===== src/rtl/coverage_stall_watchdog.sv =====
// Coverage stall / round watchdog monitor: raises a latched, acknowledged interrupt
// with a cause code when coverage stops growing for a scaled window or a round overruns.
//
// state | meaning
// ------+----------------------------------------------------------------
// IDLE  | disarmed; counters held at 0, prev_cov tracks cov
// RUN   | round in progress; stall and watchdog counters advance
// IRQ   | interrupt pending; counters frozen until ack or tohost done
// DONE  | round finished; waits for tohost[0] to drop before a new round
module coverage_stall_watchdog #(
    parameter int NCH         = 1,
    parameter int COV_W       = 30,
    parameter int CNT_W       = 32,
    parameter int BASE_WAIT   = 1000,
    parameter int SCALE_SHIFT = 19,
    parameter int WDOG_LIMIT  = 50000
) (
    input  logic                   clock,
    input  logic                   reset,
    input  logic                   enable,
    input  logic [NCH*COV_W-1:0]   cov,
    input  logic [63:0]            tohost,
    input  logic                   irq_ack,
    output logic                   interrupt,
    output logic [1:0]             irq_cause,
    output logic [CNT_W-1:0]       stall_count,
    output logic                   round_done
);

    localparam logic [1:0] ST_IDLE = 2'd0;
    localparam logic [1:0] ST_RUN  = 2'd1;
    localparam logic [1:0] ST_IRQ  = 2'd2;
    localparam logic [1:0] ST_DONE = 2'd3;

    localparam int              WW       = CNT_W + COV_W;
    localparam logic [CNT_W-1:0] CNT_MAX  = '1;
    localparam logic [CNT_W-1:0] WDOG_LIM = CNT_W'(WDOG_LIMIT);
    localparam logic [WW-1:0]    BASE_W   = WW'(BASE_WAIT);

    logic [1:0]             state;
    logic [NCH*COV_W-1:0]   prev_cov;
    logic [CNT_W-1:0]       wdog;
    logic [WW-1:0]          scaled;
    logic [WW-1:0]          window_wide;
    logic [CNT_W-1:0]       window;
    logic [CNT_W-1:0]       stall_inc;
    logic [CNT_W-1:0]       wdog_inc;
    logic                   progress;
    logic                   stall_hit;
    logic                   wdog_hit;
    logic                   done_bit;
    logic                   unused_tohost;

    assign done_bit      = tohost[0];
    assign unused_tohost = ^tohost[63:1];

    // Only channel 0 scales the window; the wide product cannot overflow WW bits.
    always_comb begin
        scaled      = (WW'(cov[COV_W-1:0]) >> SCALE_SHIFT) + WW'(1);
        window_wide = scaled * BASE_W;
        window      = (|window_wide[WW-1:CNT_W]) ? CNT_MAX : window_wide[CNT_W-1:0];
    end

    always_comb begin
        progress  = (cov != prev_cov);
        stall_hit = !progress && (stall_count >= window);
        wdog_hit  = (wdog >= WDOG_LIM);
        stall_inc = (stall_count == CNT_MAX) ? CNT_MAX : stall_count + CNT_W'(1);
        wdog_inc  = (wdog == CNT_MAX) ? CNT_MAX : wdog + CNT_W'(1);
    end

    // prev_cov can follow cov unconditionally: without progress the two are already equal.
    always_ff @(posedge clock or posedge reset) begin
        if (reset) begin
            state       <= ST_IDLE;
            prev_cov    <= '0;
            stall_count <= '0;
            wdog        <= '0;
            interrupt   <= 1'b0;
            irq_cause   <= 2'b00;
            round_done  <= 1'b0;
        end else begin
            prev_cov   <= cov;
            round_done <= 1'b0;
            if (!enable) begin
                state       <= ST_IDLE;
                stall_count <= '0;
                wdog        <= '0;
                interrupt   <= 1'b0;
                irq_cause   <= 2'b00;
            end else begin
                case (state)
                    ST_IDLE: begin
                        stall_count <= '0;
                        wdog        <= '0;
                        state       <= ST_RUN;
                    end
                    ST_RUN: begin
                        if (done_bit) begin
                            state       <= ST_DONE;
                            round_done  <= 1'b1;
                            stall_count <= '0;
                            wdog        <= '0;
                        end else if (stall_hit || wdog_hit) begin
                            state     <= ST_IRQ;
                            interrupt <= 1'b1;
                            irq_cause <= {wdog_hit, stall_hit};
                        end else begin
                            stall_count <= progress ? '0 : stall_inc;
                            wdog        <= wdog_inc;
                        end
                    end
                    ST_IRQ: begin
                        if (done_bit) begin
                            state       <= ST_DONE;
                            interrupt   <= 1'b0;
                            irq_cause   <= 2'b00;
                            round_done  <= 1'b1;
                            stall_count <= '0;
                            wdog        <= '0;
                        end else if (irq_ack) begin
                            state       <= ST_RUN;
                            interrupt   <= 1'b0;
                            irq_cause   <= 2'b00;
                            stall_count <= '0;
                            wdog        <= '0;
                        end
                    end
                    ST_DONE: begin
                        stall_count <= '0;
                        wdog        <= '0;
                        if (!done_bit) begin
                            state <= ST_RUN;
                        end
                    end
                    default: state <= ST_IDLE;
                endcase
            end
        end
    end

endmodule

===== config.mk =====
export PLATFORM = sky130hd
export DESIGN_NAME = coverage_stall_watchdog
export DESIGN_NICKNAME = d
export VERILOG_FILES = /design/src/rtl/coverage_stall_watchdog.sv
export SDC_FILE = /design/constraint.sdc
export NUM_CORES = 1
export LEC_CHECK = 0
export ABC_CLOCK_PERIOD_IN_PS = 4120
export CORE_ASPECT_RATIO = 0.7
export CORE_MARGIN = 10
export CORE_UTILIZATION = 60
export DETAILED_ROUTE_END_ITERATION = 8
export DONT_BUFFER_PORTS = 1
export PLACE_DENSITY = 0.76
export SYNTH_ARGS = -nofsm -noshare
export SYNTH_HDL_FRONTEND = slang
export SYNTH_SLANG_ARGS = --single-unit
export TNS_END_PERCENT = 10

===== constraint.sdc =====
create_clock -name clock -period 4.12 [get_ports clock]
set_clock_uncertainty 0.15 [all_clocks]
set_input_delay 0.206 -clock clock [delete_from_list [all_inputs] [get_ports clock]]
set_output_delay 0.206 -clock clock [all_outputs]
set_load 0.01 [all_outputs]

### Word-level counts from Yosys, hierarchy flattened

Cells that the tools add are included.
Widths: inputs -> output; s select.

| storage, ports and cells | value |
|---|---|
| flip-flop bits (word level) | 100 |
| bits of input ports | 98 |
| output and inout port bits | 36 |
| word-level logic and storage cells | 72 |

| operators by class | value |
|---|---|
| add/subtract/negate cells | 3 |
| multiply operators | 1 |
| order comparisons | 2 |
| equality and inequality tests | 13 |
| muxes and demuxes | 36 |
| reduce and logical (&&, ||, !) cells | 10 |

Operators with widths:

| kind | number |
|---|---|
| $mux 32 | 12 |
| $pmux 32 s3 | 2 |
| $add 32x1->32 const B | 2 |
| $eq 32x32->1 const B | 2 |
| $ge 32x16->1 const B | 1 |
| $ge 32x32->1 | 1 |
| $ne 30x30->1 | 1 |
| $reduce_or 30->1 const A | 1 |
| $mux 2 | 11 |
| $mul 12x7->19 const B | 1 |
| $add 11x1->12 const B | 1 |
| $ne 4x4->1 const B | 3 |
| $ne 3x3->1 const B | 3 |
| $mux 1 | 8 |
| $pmux 2 s4 | 1 |
| $eq 2x2->1 const B | 2 |
| $pmux 2 s2 | 1 |
| $reduce_and 4->1 | 1 |
| $reduce_or 2->1 | 2 |
| $ne 3x1->1 const B | 1 |
| $reduce_and 3->1 | 1 |
| $eq 2x1->1 const B | 1 |
| $logic_not 2->1 | 1 |
| $pmux 1 s2 | 1 |
| 4 further kinds | 4 |

### Depth between registers and ports, before layout

| depth | value |
|---|---|
| depth after elaboration | 10 |
| mapped depth | 32 |
| depth with buffers taken out | 30 |

### Least setup slack after synthesis

No wires, ideal clock.

| timing | value |
|---|---|
| path kind | input -> register |
| from | input port cov[21] |
| to | register wdog[22] |
| library setup time | 0.132 ns |
| arrival time | 6.654 ns |
| data required time | 3.838 ns |
| setup slack | -2.816 ns |
| cell stages on the path | 27 |
| buffers on the path | 2 |
| cell sequence | clkbuf_1 > nand3_1 > nor2_1 > nand3_1 > xor2_1 > inv_1 > fa_1 > inv_1 > fa_1 > fa_1 > fa_1 > inv_1 > ha_1 > and3_1 > a211o_1 > a41o_1 > a21oi_1 > xor2_1 > ha_1 > nand3_1 > nor3_1 > or4_1 > o2111ai_2 > o211ai_2 > clkbuf_1 > o21ai_0 > o41ai_2 |

| between the ends | value |
|---|---|
| word-level cells in the longest chain between the ends | 8 |
| elaborated cells on any way between the ends | 10 |
| classes of those cells | 1 x add/sub; 1 x mul; 1 x order compare; 2 x eq/ne; 1 x mux; 4 x reduce/logical |

RTL lines:

| element | RTL line | RTL |
|---|---|---|
| start: declaration | 21 | `input logic [NCH*COV_W-1:0] cov,` |
| $add 11x1->12 | 59 | `scaled = (WW'(cov[COV_W-1:0]) >> SCALE_SHIFT) + WW'(1);` |
| $mul 12x7->19 | 60 | `window_wide = scaled * BASE_W;` |
| $mux 32 | 61 | `window = (\|window_wide[WW-1:CNT_W]) ? CNT_MAX : window_wide[CNT_W-1:0];` |
| $ge 32x32->1 | 66 | `stall_hit = !progress && (stall_count >= window);` |
| $logic_and 1x1->1 * | 66 |  |
| $logic_or 1x1->1 * | 104 | `end else if (stall_hit \|\| wdog_hit) begin` |
| $ne 4x4->1 (no line) * | n/a |  |
| $reduce_and 2->1 (no line) * | n/a |  |
| end signal: assignment | 110 | `wdog <= wdog_inc;` |
| end: declaration | 42 | `logic [CNT_W-1:0] wdog;` |

Mark *: on every way between the ends. The rest lies on a longest branch, timed or not.
A chain may end at the register's enable or synchronous reset.

### Worst setup path in the final report

| timing | value |
|---|---|
| from | input port cov[20] |
| to | register stall_count[8] |

| between the ends | value |
|---|---|
| word-level cells in the longest chain between the ends | 8 |
| elaborated cells on any way between the ends | 15 |
| classes of those cells | 1 x add/sub; 1 x mul; 1 x order compare; 2 x eq/ne; 6 x mux; 4 x reduce/logical |

RTL lines:

| element | RTL line | RTL |
|---|---|---|
| $add 11x1->12 | 59 |  |
| $mul 12x7->19 | 60 |  |
| $mux 32 | 61 |  |
| $ge 32x32->1 | 66 |  |
| $logic_and 1x1->1 | 66 |  |
| $logic_or 1x1->1 | 104 |  |
| $ne 4x4->1 (no line) | n/a |  |
| $reduce_and 2->1 (no line) | n/a |  |
| end signal: assignment | 109 | `stall_count <= progress ? '0 : stall_inc;` |
| end: declaration | 26 | `output logic [CNT_W-1:0] stall_count,` |

Several ways; a longest one is shown, not always the timed one. The select of a mux whose other input is x is not followed.

==> results_dict.tcl <==
set metrics [dict create \
    clockBufferDepth 2 \
    netlist_area_um2 7840 \
    final-max-slew-violation-count 0 \
    synth_top_family_by_area "adder cells" \
    core-area_um2 12600 \
    diodes 0 \
    cts-buffers-inserted 9 \
    crit_top_cell "inv_2" \
    place_ws_ps -2540 \
    ys_warn_count 0 \
    worst_pin_slew_ps 1140 \
    cts_sinks 100 \
    post_drt_wl_per_cell_um 21.9 \
    period_needed_ps 6280 \
    worstPathArrival_ps 6400 \
    drive_gt1_share_pct 24.4 \
    synth-compound-area-share_pct 17.9 \
    io_buffers 0 \
    finalWeightedCongestion 0.899 \
    hold_viol 0 \
    syn2layout_area_growth_pct 31.3 \
    synth-xor-area-share_pct 7.37 \
    cts_tree "done" \
    cp-start-kind "input port" \
    grt_pass1_wl_mm 38.0 \
    violations "negative setup slack" \
    hpwl_mm 15.9 \
    synth-simple-area-share_pct 16.5 \
    syn-num-nets 1081 \
    synth_fa_ha_area_share_pct 19.4 \
    hp-class "in2reg" \
    slowest_stage "fa_1" \
    dr.pass1.iters 7 \
    die_area_um2 18100 \
    grt_overflow_total 0 \
    powerDensity_nw_per_um2 509 \
    worst_ir_drop_vdd_mv 0.444 \
    critPathMaxFanout 8 \
    slew_headroom_pct 24.1 \
    num_io_pins 134 \
    ys_seq_area_share_pct 31.9 \
    path_class "in2reg" \
    final.setup.tns_ps -143280 \
    insertion_delay_ps 350 \
    grt_max_degree 78 \
    synth-seq-cells 100 \
    utilization_pct 81.8 \
    grtUsageTotal_pct 25.8 \
    synth_cells 882 \
    total_power_mw 5.24 \
    synthFlopType "dfrtp_1" \
    rsz0062_at_grt "true" \
    path_clk_slew_ps 80 \
    avgSynthCellArea_um2 8.89 \
    first_global_vias 7315 \
    synth_cell_types 61 \
    antenna_found_initial 0 \
    die_y_um 116 \
    vias 7635 \
    start_util_pct 62.3 \
    layout_commonest_cell "dfrtp_1" \
    die_w_um 157 \
    synth_edf_count 0 \
    fmaxAchievable_mhz 159 \
    required_ps 4240 \
    fin_crit_sh_pct 152 \
    vias_per_cell 6.59 \
    setup_viol 69 \
    ant_nets 0 \
    final_cell_mix "dfrtp_1, a21oi_1, buf_4" \
    layout.nets 1191 \
    max_stage_delay_ps 560 \
    cap_violations 0 \
    drt_iter0_drc 962 \
    synth_mux_area_share_pct 0.814 \
    cts_root_buf "clkbuf_16" \
    drc 0 \
    status "finished with violations" \
    wl_mm 25.4 \
    row_count 34 \
    async_flop_share_pct 100 \
    end_kind "register" \
    setup_ws_ps -2160 \
    h-tree-depth 3 \
    p_leak_nw 4.59 \
]
cell families (layout without fill, tap and decap cells):
kind of cell	count (synthesis)	in the layout
AND/OR/NAND/NOR	254	254
AO/OA/AOI/OAI	235	235
adder cells (fa/ha/maj)	103	103
flip-flops	100	100
buffers and inverters	118	232
multiplexers	6	6
XOR/XNOR	66	66
cell usage after synthesis (all sizes together) (5+ instances only):
library cell / count / area [um^2]
fa: 32 / 641
and2: 9 / 56.3
nand3: 43 / 215
o211ai: 5 / 42.5
a31oi: 20 / 125
and3: 23 / 144
o41ai: 6 / 60.1
nand4: 21 / 131
o21ai: 46 / 230
inv: 83 / 312
nand2: 59 / 224
o31ai: 8 / 60.1
nor4: 17 / 113
xnor2: 16 / 140
ha: 69 / 863
nor2: 45 / 169
nand2b: 5 / 31.3
a21o: 10 / 75.1
a41oi: 8 / 70.1
clkbuf: 23 / 86.3
buf: 12 / 77.6
nor3: 12 / 60.1
dfrtp: 100 / 2500
a21oi: 110 / 551
xor2: 50 / 438
metrics by stage:
step                std cells  hold WS, ps  instance area, um^2
floorplan                 882         87.4                 8260
CTS                      1150         10.1                 9970
global route             1158         54.9                10300
detailed placement       1082         87.6                 8850
finish                   1158         30.8                10300
global placement         1082         87.6                 8850
metal layers:
metal	wire length, um	part of all wire [%]	global-route usage, %	vias to the layer above
li1	-	-	-	3342
met1	10000	39	35.0	3649
met2	11500	45	40.9	527
met3	2990	12	6.48	117
met4	879	3.5	6.52	0
met5	0	0	0	-
final timing paths:
kind	depth (start not counted)	to	start	slack [ps]
setup / recovery	31	stall_count[8]	cov[20]	-2160
hold / removal	4	state[1]	enable	30
setup reg to reg	8	stall_count[6]	stall_count[5]	90
hold reg to reg	1	wdog[9]	wdog[9]	340
max in group asynchronous	3	stall_count[25]	reset	2490
min in group asynchronous	2	prev_cov[11]	reset	410
sequential cells by signal, indices dropped and copies added, names as in the netlist:
| signal | cells |
|---|---|
| interrupt | 1 |
| wdog | 32 |
| round_done | 1 |
| state | 2 |
| irq_cause | 2 |
| stall_count | 32 |
| prev_cov | 30 |
layout make-up:
| type | instances | area (um^2) |
|---|---|---|
| multi-input combinational | 664 | 5630 |
| sequential | 100 | 2500 |
| fill | 675 | 2300 |
| timing repair buffer | 134 | 1330 |
| inverter | 83 | 317 |
| clock buffer | 10 | 229 |
| tap | 162 | 203 |
| clock inverter | 5 | 85.1 |
critical path: cells and delay by family:
| kind | cells | cell delay (ps) |
|---|---|---|
| simple gates | 5 | 900 |
| buf+inv | 9 | 770 |
| fa+ha+maj | 7 | 2390 |
| compound gates | 8 | 1810 |
| xor+xnor | 2 | 320 |
what timing repair did:
action	4_1_cts	5_1_grt
pin swaps	40	36
hold buffers	33	0
resized for setup	55	50
gates cloned	6	1
endpoints found under the hold margin	109	0
buffers inserted	14	7
setup endpoints to repair	69	69
where the power goes:
group	total, mW	internal (mW)	leakage [nW]	switching, mW
combinational	3.28	1.66	3.12	1.62
sequential	1.03	1.01	1.32	0.0244
clock	0.934	0.534	0.149	0.400
total	5.24	3.20	4.59	2.05
Power figures use the tool's default switching activity.
